[config.mk]
export PLATFORM = sky130hd
export DESIGN_NAME = uart_byte_tx
export DESIGN_NICKNAME = d
export VERILOG_FILES = /design/src/rtl/uart_byte_tx.sv
export SDC_FILE = /design/constraint.sdc
export NUM_CORES = 1
export LEC_CHECK = 0
export ABC_AREA = 1
export CORE_MARGIN = 2
export CORE_UTILIZATION = 55
export DETAILED_ROUTE_END_ITERATION = 6
export HOLD_SLACK_MARGIN = 0.12
export PLACE_DENSITY_LB_ADDON = 0.15
export SLEW_MARGIN = 20
export SYNTH_ARGS = -nofsm -noshare
export SYNTH_HDL_FRONTEND = slang
export SYNTH_SLANG_ARGS = --single-unit
[constraint.sdc]
create_clock -name clk_i -period 1.7 [get_ports clk_i]
set_input_delay 0.34 -clock clk_i [delete_from_list [all_inputs] [get_ports clk_i]]
set_output_delay 0.34 -clock clk_i [all_outputs]
set_load 0.03 [all_outputs]
[src/rtl/uart_byte_tx.sv]
// UART byte transmitter: ready/valid byte stream in, 8-N-1 style TX line out.
// Ports: clk_i, rst_ni (async low), data_i/valid_i/ready_o, tx_o, busy_o.
module uart_byte_tx #(
    parameter int CLKS_PER_BIT = 16,
    parameter int PARITY_EN    = 0,
    parameter int PARITY_ODD   = 0,
    parameter int STOP_BITS    = 1
) (
    input  logic       clk_i,
    input  logic       rst_ni,
    input  logic [7:0] data_i,
    input  logic       valid_i,
    output logic       ready_o,
    output logic       tx_o,
    output logic       busy_o
);

    if (CLKS_PER_BIT < 2) begin : g_bad_cpb
        $fatal(1, "uart_byte_tx: CLKS_PER_BIT must be >= 2");
    end
    if (PARITY_EN != 0 && PARITY_EN != 1) begin : g_bad_pe
        $fatal(1, "uart_byte_tx: PARITY_EN must be 0 or 1");
    end
    if (PARITY_ODD != 0 && PARITY_ODD != 1) begin : g_bad_po
        $fatal(1, "uart_byte_tx: PARITY_ODD must be 0 or 1");
    end
    if (STOP_BITS != 1 && STOP_BITS != 2) begin : g_bad_sb
        $fatal(1, "uart_byte_tx: STOP_BITS must be 1 or 2");
    end

    localparam int CW = (CLKS_PER_BIT > 2) ? $clog2(CLKS_PER_BIT) : 1;
    localparam logic [CW-1:0] BAUD_MAX  = CW'(CLKS_PER_BIT - 1);
    localparam logic [2:0]    STOP_LAST = 3'(STOP_BITS - 1);
    localparam logic          PAR_ODD   = 1'(PARITY_ODD);

    typedef enum logic [2:0] {
        S_IDLE,
        S_START,
        S_DATA,
        S_PARITY,
        S_STOP
    } state_t;

    state_t        state_q, state_n;
    logic [CW-1:0] baud_q, baud_n;
    logic [2:0]    bit_q, bit_n;
    logic [7:0]    shift_q, shift_n;
    logic          par_q, par_n;
    logic [7:0]    hold_data_q;
    logic          hold_valid_q;
    logic          tx_q, tx_n;
    logic          wrap;
    logic          take;
    logic          hs;

    assign ready_o = !hold_valid_q;
    assign hs      = valid_i && !hold_valid_q;
    assign tx_o    = tx_q;
    assign busy_o  = (state_q != S_IDLE) || hold_valid_q;

    always_comb begin
        state_n = state_q;
        baud_n  = baud_q;
        bit_n   = bit_q;
        shift_n = shift_q;
        par_n   = par_q;
        take    = 1'b0;
        tx_n    = 1'b1;
        wrap    = (baud_q == BAUD_MAX);
        if (state_q != S_IDLE) begin
            baud_n = wrap ? '0 : baud_q + 1'b1;
        end
        unique case (state_q)
            S_IDLE: take = hold_valid_q;
            S_START: begin
                if (wrap) begin
                    state_n = S_DATA;
                    bit_n   = '0;
                end
            end
            S_DATA: begin
                if (wrap) begin
                    shift_n = {1'b0, shift_q[7:1]};
                    bit_n   = bit_q + 1'b1;
                    if (bit_q == 3'd7) begin
                        state_n = (PARITY_EN != 0) ? S_PARITY : S_STOP;
                        bit_n   = '0;
                    end
                end
            end
            S_PARITY: begin
                if (wrap) begin
                    state_n = S_STOP;
                    bit_n   = '0;
                end
            end
            S_STOP: begin
                if (wrap) begin
                    if (bit_q == STOP_LAST) begin
                        state_n = S_IDLE;
                        // held byte starts right away: no idle gap
                        take    = hold_valid_q;
                    end else begin
                        bit_n = bit_q + 1'b1;
                    end
                end
            end
            default: state_n = S_IDLE;
        endcase
        if (take) begin
            state_n = S_START;
            baud_n  = '0;
            bit_n   = '0;
            shift_n = hold_data_q;
            par_n   = (^hold_data_q) ^ PAR_ODD;
        end
        // line level follows the next state so tx_o is a clean flop
        case (state_n)
            S_START:  tx_n = 1'b0;
            S_DATA:   tx_n = shift_n[0];
            S_PARITY: tx_n = par_n;
            default:  tx_n = 1'b1;
        endcase
    end

    always_ff @(posedge clk_i or negedge rst_ni) begin
        if (!rst_ni) begin
            state_q      <= S_IDLE;
            baud_q       <= '0;
            bit_q        <= '0;
            shift_q      <= '0;
            par_q        <= 1'b0;
            tx_q         <= 1'b1;
            hold_data_q  <= '0;
            hold_valid_q <= 1'b0;
        end else begin
            state_q <= state_n;
            baud_q  <= baud_n;
            bit_q   <= bit_n;
            shift_q <= shift_n;
            par_q   <= par_n;
            tx_q    <= tx_n;
            // hs needs an empty slot, take needs a full one: exclusive
            if (hs) begin
                hold_valid_q <= 1'b1;
                hold_data_q  <= data_i;
            end else if (take) begin
                hold_valid_q <= 1'b0;
            end
        end
    end

endmodule

==> summary.txt, run 1 <==
Synth
  – Yosys cell types: 28
  – Syn nets: 217
  – Register area share after synthesis: 44.56%
  – Syn Area/Cell: 8.077 um2
  – Yosys warns: 0
  – #FFs+latches synth: 29
  – Cell count after synthesis: 202
  – Mapped Area: 0.001632 mm2

Floorplan
  – Chip height: 58.47 um
  – IO Count: 14
  – Initial core utilization: 58.66%
  – Rows: 19
  – Placeable Area: 0.002781 mm2
  – Die area: 0.003418 mm2
  – Die Wd: 58.47 um

Finish
  – P&R area growth vs syn: 17.41%
  – Antenna diodes: 0
  – Layout cells sized above 1: 14.91%
  – # fillers: 243
  – Final nets: 243
  – Commonest non-fill, non-tap cell in the layout: nand2_1
  – Commonest non-fill, non-tap cells in the layout: 53 x nand2_1, 34 x inv_1, 28 x dfrtp_1
  – Footprint of the multi-input gates: 760.7 um2
  – Design area: 0.001916 mm2
  – Post-Layout Cell Count: 259
  – Storage element area: 726.9 um2

CTS
  – Clock Pin Slew Worst Setup and Hold Paths: 0.09 ns
  – H-tree levels: 2
  – CTS tree: yes
  – Setup bufs post-CTS: 0
  – Num CTS Buffers: 5
  – Worst-skew pair later-pin latency: 0.33 ns
  – Max Buffers Root-to-Sink: 2
  – Root buf cell: clkbuf_4
  – CTS sink count: 29

Setup path
  – Critical path launch point type: flop
  – Critical R2R Capture: par_q
  – Crit-path cells: inv_1 -> clkdlybuf4s15_1
  – Worst path max stage delay: 0.41 ns
  – Worst EP arrival: 1.30 ns
  – Worst R2R Start: baud_q[1]
  – Crit path max fanout: 5
  – Critical Path RT: 1.36 ns
  – Reg2reg path depth: 7
  – WP buf/inv: 2
  – Slowest cell on crit path: clkdlybuf4s15_1
  – Worst path depth: 2
  – CP top delay family: buffers and inverters
  – Critical path type: flop to output pin
  – Worst Setup End Kind: output pin
  – R2R setup slack: 0.09 ns

STA
  – Slew margin rel.: 75.62%
  – Post-route setup TNS: 0 ns
  – Worst-Margin Slew: 0.3657 ns
  – Worst clock skew: 0.003878 ns
  – Count of pins over their slew limit: 0
  – Final period util: 96.33%
  – Final Hold Vio Count: 0
  – Tmin final: 1.638 ns
  – Fmax: 610.6 MHz
  – Final setup fails: 0

Pwr
  – PwrDens: 874.4 mW/mm2
  – Static leakage: 0.9830 nW
  – Maximum VDD drop: 0.8478 mV
  – Power Total: 1.675 mW

Route
  – Drt drc: 0
  – Via count: 1437
  – Initial DRC count: 75
  – DR pass1 iterations: 4
  – Routed len/inst: 13.32 um
  – Vias per cell: 5.548
  – Post-route ant nets: 0
  – Overall routed net length: 3.449 mm

Job
  – Max-Cap Viols: 0

Global route
  – GRT Overall Usage: 23.81%
  – Initial antenna violation count: 0
  – GRT overflow: 0
  – Largest net degree at the start of global routing: 30
  – First-pass GRT wire length: 5.975 mm
  – Vias in the first global route: 1393

Placed design
  – # port buffers: 13
  – Post-DP HPWL: 2.585 mm
  – Placed cell count: 252
  – RD Place Congestion: 0.7863
  – Placed inst area: 0.001844 mm2

Min path
  – Min-Delay Path Class: input port to async pin

Run status
  – Status: finished, final reports clean
[how the worst max path moves through the flow]
| stage | endpoint | slack [ns] | start |
|---|---|---|---|
| floorplan | baud_q[3] | 0.28 | hold_valid_q |
| global placement | ready_o | 0.13 | hold_valid_q |
| detailed placement | par_q | 0.09 | baud_q[1] |
| CTS | ready_o | 0.04 | hold_valid_q |
| global route | busy_o | -0.002 | state_q[1] |
| finish | ready_o | 0.06 | hold_valid_q |
[timing repair]
| action | CTS | global route |
|---|---|---|
| setup endpoints to repair | 3 | 10 |
| hold buffers | 0 | 0 |
| resized for setup | 5 | 4 |
| pin swaps | 0 | 0 |
[registers in the layout, summed over array words and instances (netlist names)]
| name | count |
|---|---|
| shift_q | 8 |
| tx_o | 1 |
| baud_q | 4 |
| bit_q | 3 |
| hold_valid_q | 1 |
| par_q | 1 |
| state_q | 3 |
| hold_data_q | 8 |
[cell type report]
type,instances,share of cell area (%)
sequential,29,37.95
inverter,37,7.511
multi-input combinational,134,39.71
tap,31,2.025
clock buffer,7,2.874
timing repair buffer,21,9.928
[metal layers]
metal	vias up	global-route usage [%]	routed length, um
met1	686	26.59	1415
met2	38	41.41	1833
li1	705	-	-
met5	-	0	0
met4	0	13.95	49
met3	8	5.275	150
[logic make-up (layout without fill, tap and decap cells)]
| kind of cell | count (synthesis) | count (layout) | share of synthesized area [%] |
|---|---|---|---|
| and+or+nand+nor | 99 | 99 | 29.45 |
| buffers and inverters | 39 | 65 | 9.816 |
| AOI/OAI and AO/OA | 29 | 29 | 12.04 |
| DFF | 29 | 29 | 44.56 |
| adders and majority gates | 4 | 4 | 3.068 |
| xor gates and xnor gates | 2 | 2 | 1.074 |
[synthesized netlist by cell type (all sizes together)]
master  instances  area, um2
o221ai          7      67.56
nand3          21      150.1
and2            2      12.51
nor4            1      6.260
clkinv          1      8.760
xor2            1      8.760
xnor2           1      8.760
buf             2      16.26
a21oi          13      65.06
nand4           3      18.77
inv            36      135.1
o21ai           8      51.30
dfrtp          28      700.7
dfstp           1      26.28
nand2          56      227.7
ha              4      50.05
o22ai           1      12.51
nor2           16      65.06
[through the flow]
stage	setup WS, ns	utilization (%)	hold WS, ns
after detailed placement	0.09319	66.31	0.5237
after global routing	-0.002337	68.87	0.4063
final	0.06238	68.87	0.3859
after CTS	0.04092	68.24	0.3976
after global placement	0.1308	66.31	0.5058
after floorplan	0.2832	-	0.04441
[power by group]
part           internal (mW)  switching, mW  total (mW)
clock network          0.195          0.239       0.434
logic                  0.153          0.257       0.411
registers              0.754         0.0767       0.830
No activity file was read; power rests on OpenSTA's default activity.
==> run 2: changes to the inputs <==
- CORE_MARGIN: 2 -> not set
==> summary.txt, run 2 (synthesized netlist as in run 1, its figures left out) <==
Pwr
  – Combinational fraction of design power: 24.2%
  – Net switching power: 0.5494 mW
  – Power share of the sequential group: 50.0%
  – Static leakage: 0.9689 nW
  – Cell Int Power: 1.101 mW
  – Sw frac: 33.28%
  – PwrDens: 879.0 mW/mm2
  – Clock Power Share: 25.8%
  – Maximum VDD drop: 0.7337 mV

STA
  – Final setup fails: 0
  – Tmin final: 1.596 ns
  – Worst-Margin Slew: 0.4779 ns
  – Final period util: 93.90%
  – Post-route setup TNS: 0 ns
  – Final Hold Vio Count: 0
  – Unrepaired setup endpoints after global routing: true
  – Final worst setup slack: 0.1036 ns
  – Count of pins over their slew limit: 0
  – Worst clock skew: 0.006361 ns
  – Slew margin rel.: 68.06%
  – Fmax: 626.4 MHz

Placed design
  – DP Worst Slack: 0.1163 ns
  – Post-DP HPWL: 2.344 mm
  – RD Place Congestion: 0.8662
  – # port buffers: 13

Route
  – Routed len/inst: 12.44 um
  – Via count: 1372
  – DR pass1 iterations: 4
  – Vias per cell: 5.359
  – Initial DRC count: 49
  – Overall routed net length: 3.184 mm
  – Drt drc: 0
  – Post-route ant nets: 0

Finish
  – P&R area growth vs syn: 15.11%
  – # fillers: 225
  – Final Core Density: 67.52%
  – Antenna diodes: 0
  – Layout cells sized above 1: 14.22%
  – Final nets: 240
  – Commonest non-fill, non-tap cells in the layout: 53 x nand2_1, 34 x inv_1, 28 x dfrtp_1
  – Commonest non-fill, non-tap cell in the layout: nand2_1
  – Largest regs: hold_data_q x8, shift_q x8, baud_q x4

Run status
  – Status: finished, final reports clean

Setup path
  – Worst path max stage delay: 0.54 ns
  – Slowest cell on crit path: dfstp_2
  – WP buf/inv: 1
  – Crit path max fanout: 1
  – Critical path launch point type: flop
  – Critical Path Start: tx_o
  – Worst EP arrival: 1.26 ns
  – CP top delay family: flip-flops
  – Worst Setup End Kind: output pin
  – Crit-path cells: dlygate4sd2_1
  – Worst R2R Start: bit_q[0]
  – Critical Path RT: 1.36 ns
  – Critical path type: flop to output pin

Floorplan
  – Placeable Area: 0.002781 mm2
  – IO Count: 14
  – Die Wd: 56.47 um
  – Die area: 0.003188 mm2
  – Initial core utilization: 58.66%
  – Rows: 19
  – Chip height: 56.47 um

Global route
  – Vias in the first global route: 1345
  – GRT overflow: 0
  – GRT Overall Usage: 23.24%
  – Initial antenna violation count: 0
  – First-pass GRT wire length: 5.637 mm
  – Largest net degree at the start of global routing: 30

CTS
  – CTS sink count: 29
  – CTS tree: yes
  – Hold Buf Count CTS: 0
  – Setup bufs post-CTS: 0
  – H-tree levels: 2
  – Num CTS Buffers: 5
  – Worst-skew pair later-pin latency: 0.33 ns
  – Clock Pin Slew Worst Setup and Hold Paths: 0.09 ns
  – Max Buffers Root-to-Sink: 2
  – Root buf cell: clkbuf_4

Min path
  – Min-Delay Path Class: input port to async pin

Job
  – Max-Cap Viols: 0
run 2: cell types whose count changed in the layout (fill, tap and decap cells not counted), sizes merged:
cell,previous run,this run
dlygate4sd2,1,2
clkbuf,7,8
clkdlybuf4s15,2,0
buf,8,5
run 2: per-layer routing:
layer	routed length, um	global-route usage, %	vias up
li1	-	-	694
met2	1611	40.00	35
met5	0	0	-
met3	114	4.839	11
met4	72	9.408	0
met1	1385	28.22	632
run 2: repair_timing:
item                       CTS  global route
setup endpoints to repair    3             6
hold endpoints to repair     0             0
resized for setup            3             4
run 2: path summary, 6_finish.rpt:
| path | end | slack (ns) | cells after the start |
|---|---|---|---|
| max reg2reg | shift_q[0] | 0.12 | 8 |
| max in group asynchronous | tx_o | 0.99 | 2 |
| max | tx_o | 0.10 | 1 |
| min reg2reg | shift_q[7] | 0.53 | 2 |
| min | bit_q[2] | 0.39 | 2 |
| min in group clk_i | shift_q[7] | 0.53 | 2 |
run 2: worst register-to-register path: stages, from the launching register on:
cell,delay [ns]
dfrtp_1,0.41
inv_1,0.09
ha_1,0.15
nand2_1,0.11
o21ai_4,0.20
nand2_4,0.17
clkinv_4,0.12
nand2_1,0.08
and2_1,0.16
run 2: power by group through the flow:
stage                     Clock (mW)  Combinational (mW)  Sequential (mW)
after CTS                      0.435               0.398            0.824
after global routing           0.459               0.472            0.837
after detailed placement           0               0.398            0.837
final                          0.426               0.399            0.826
after global placement             0               0.383            0.833
after floorplan                    0               0.294            0.820
run 2: cell type report:
cell class	count	area, um2	share of cell area, %
timing repair buffer	18	160.2	8.528
clock buffer	7	55.05	2.931
inverter	37	143.9	7.662
multi-input combinational	134	753.2	40.11
tap	31	38.79	2.065
sequential	29	726.9	38.71
run 2: stage by stage:
stage | cell area (um2) | hold WS (ns) | power (mW) | cells
after floorplan | 1632 | 0.04441 | 1.115 | 202
after detailed placement | 1822 | 0.5137 | 1.235 | 249
after CTS | 1873 | 0.3985 | 1.657 | 256
after global placement | 1822 | 0.5027 | 1.216 | 249
after global routing | 1878 | 0.4328 | 1.768 | 256
final | 1878 | 0.3879 | 1.651 | 256
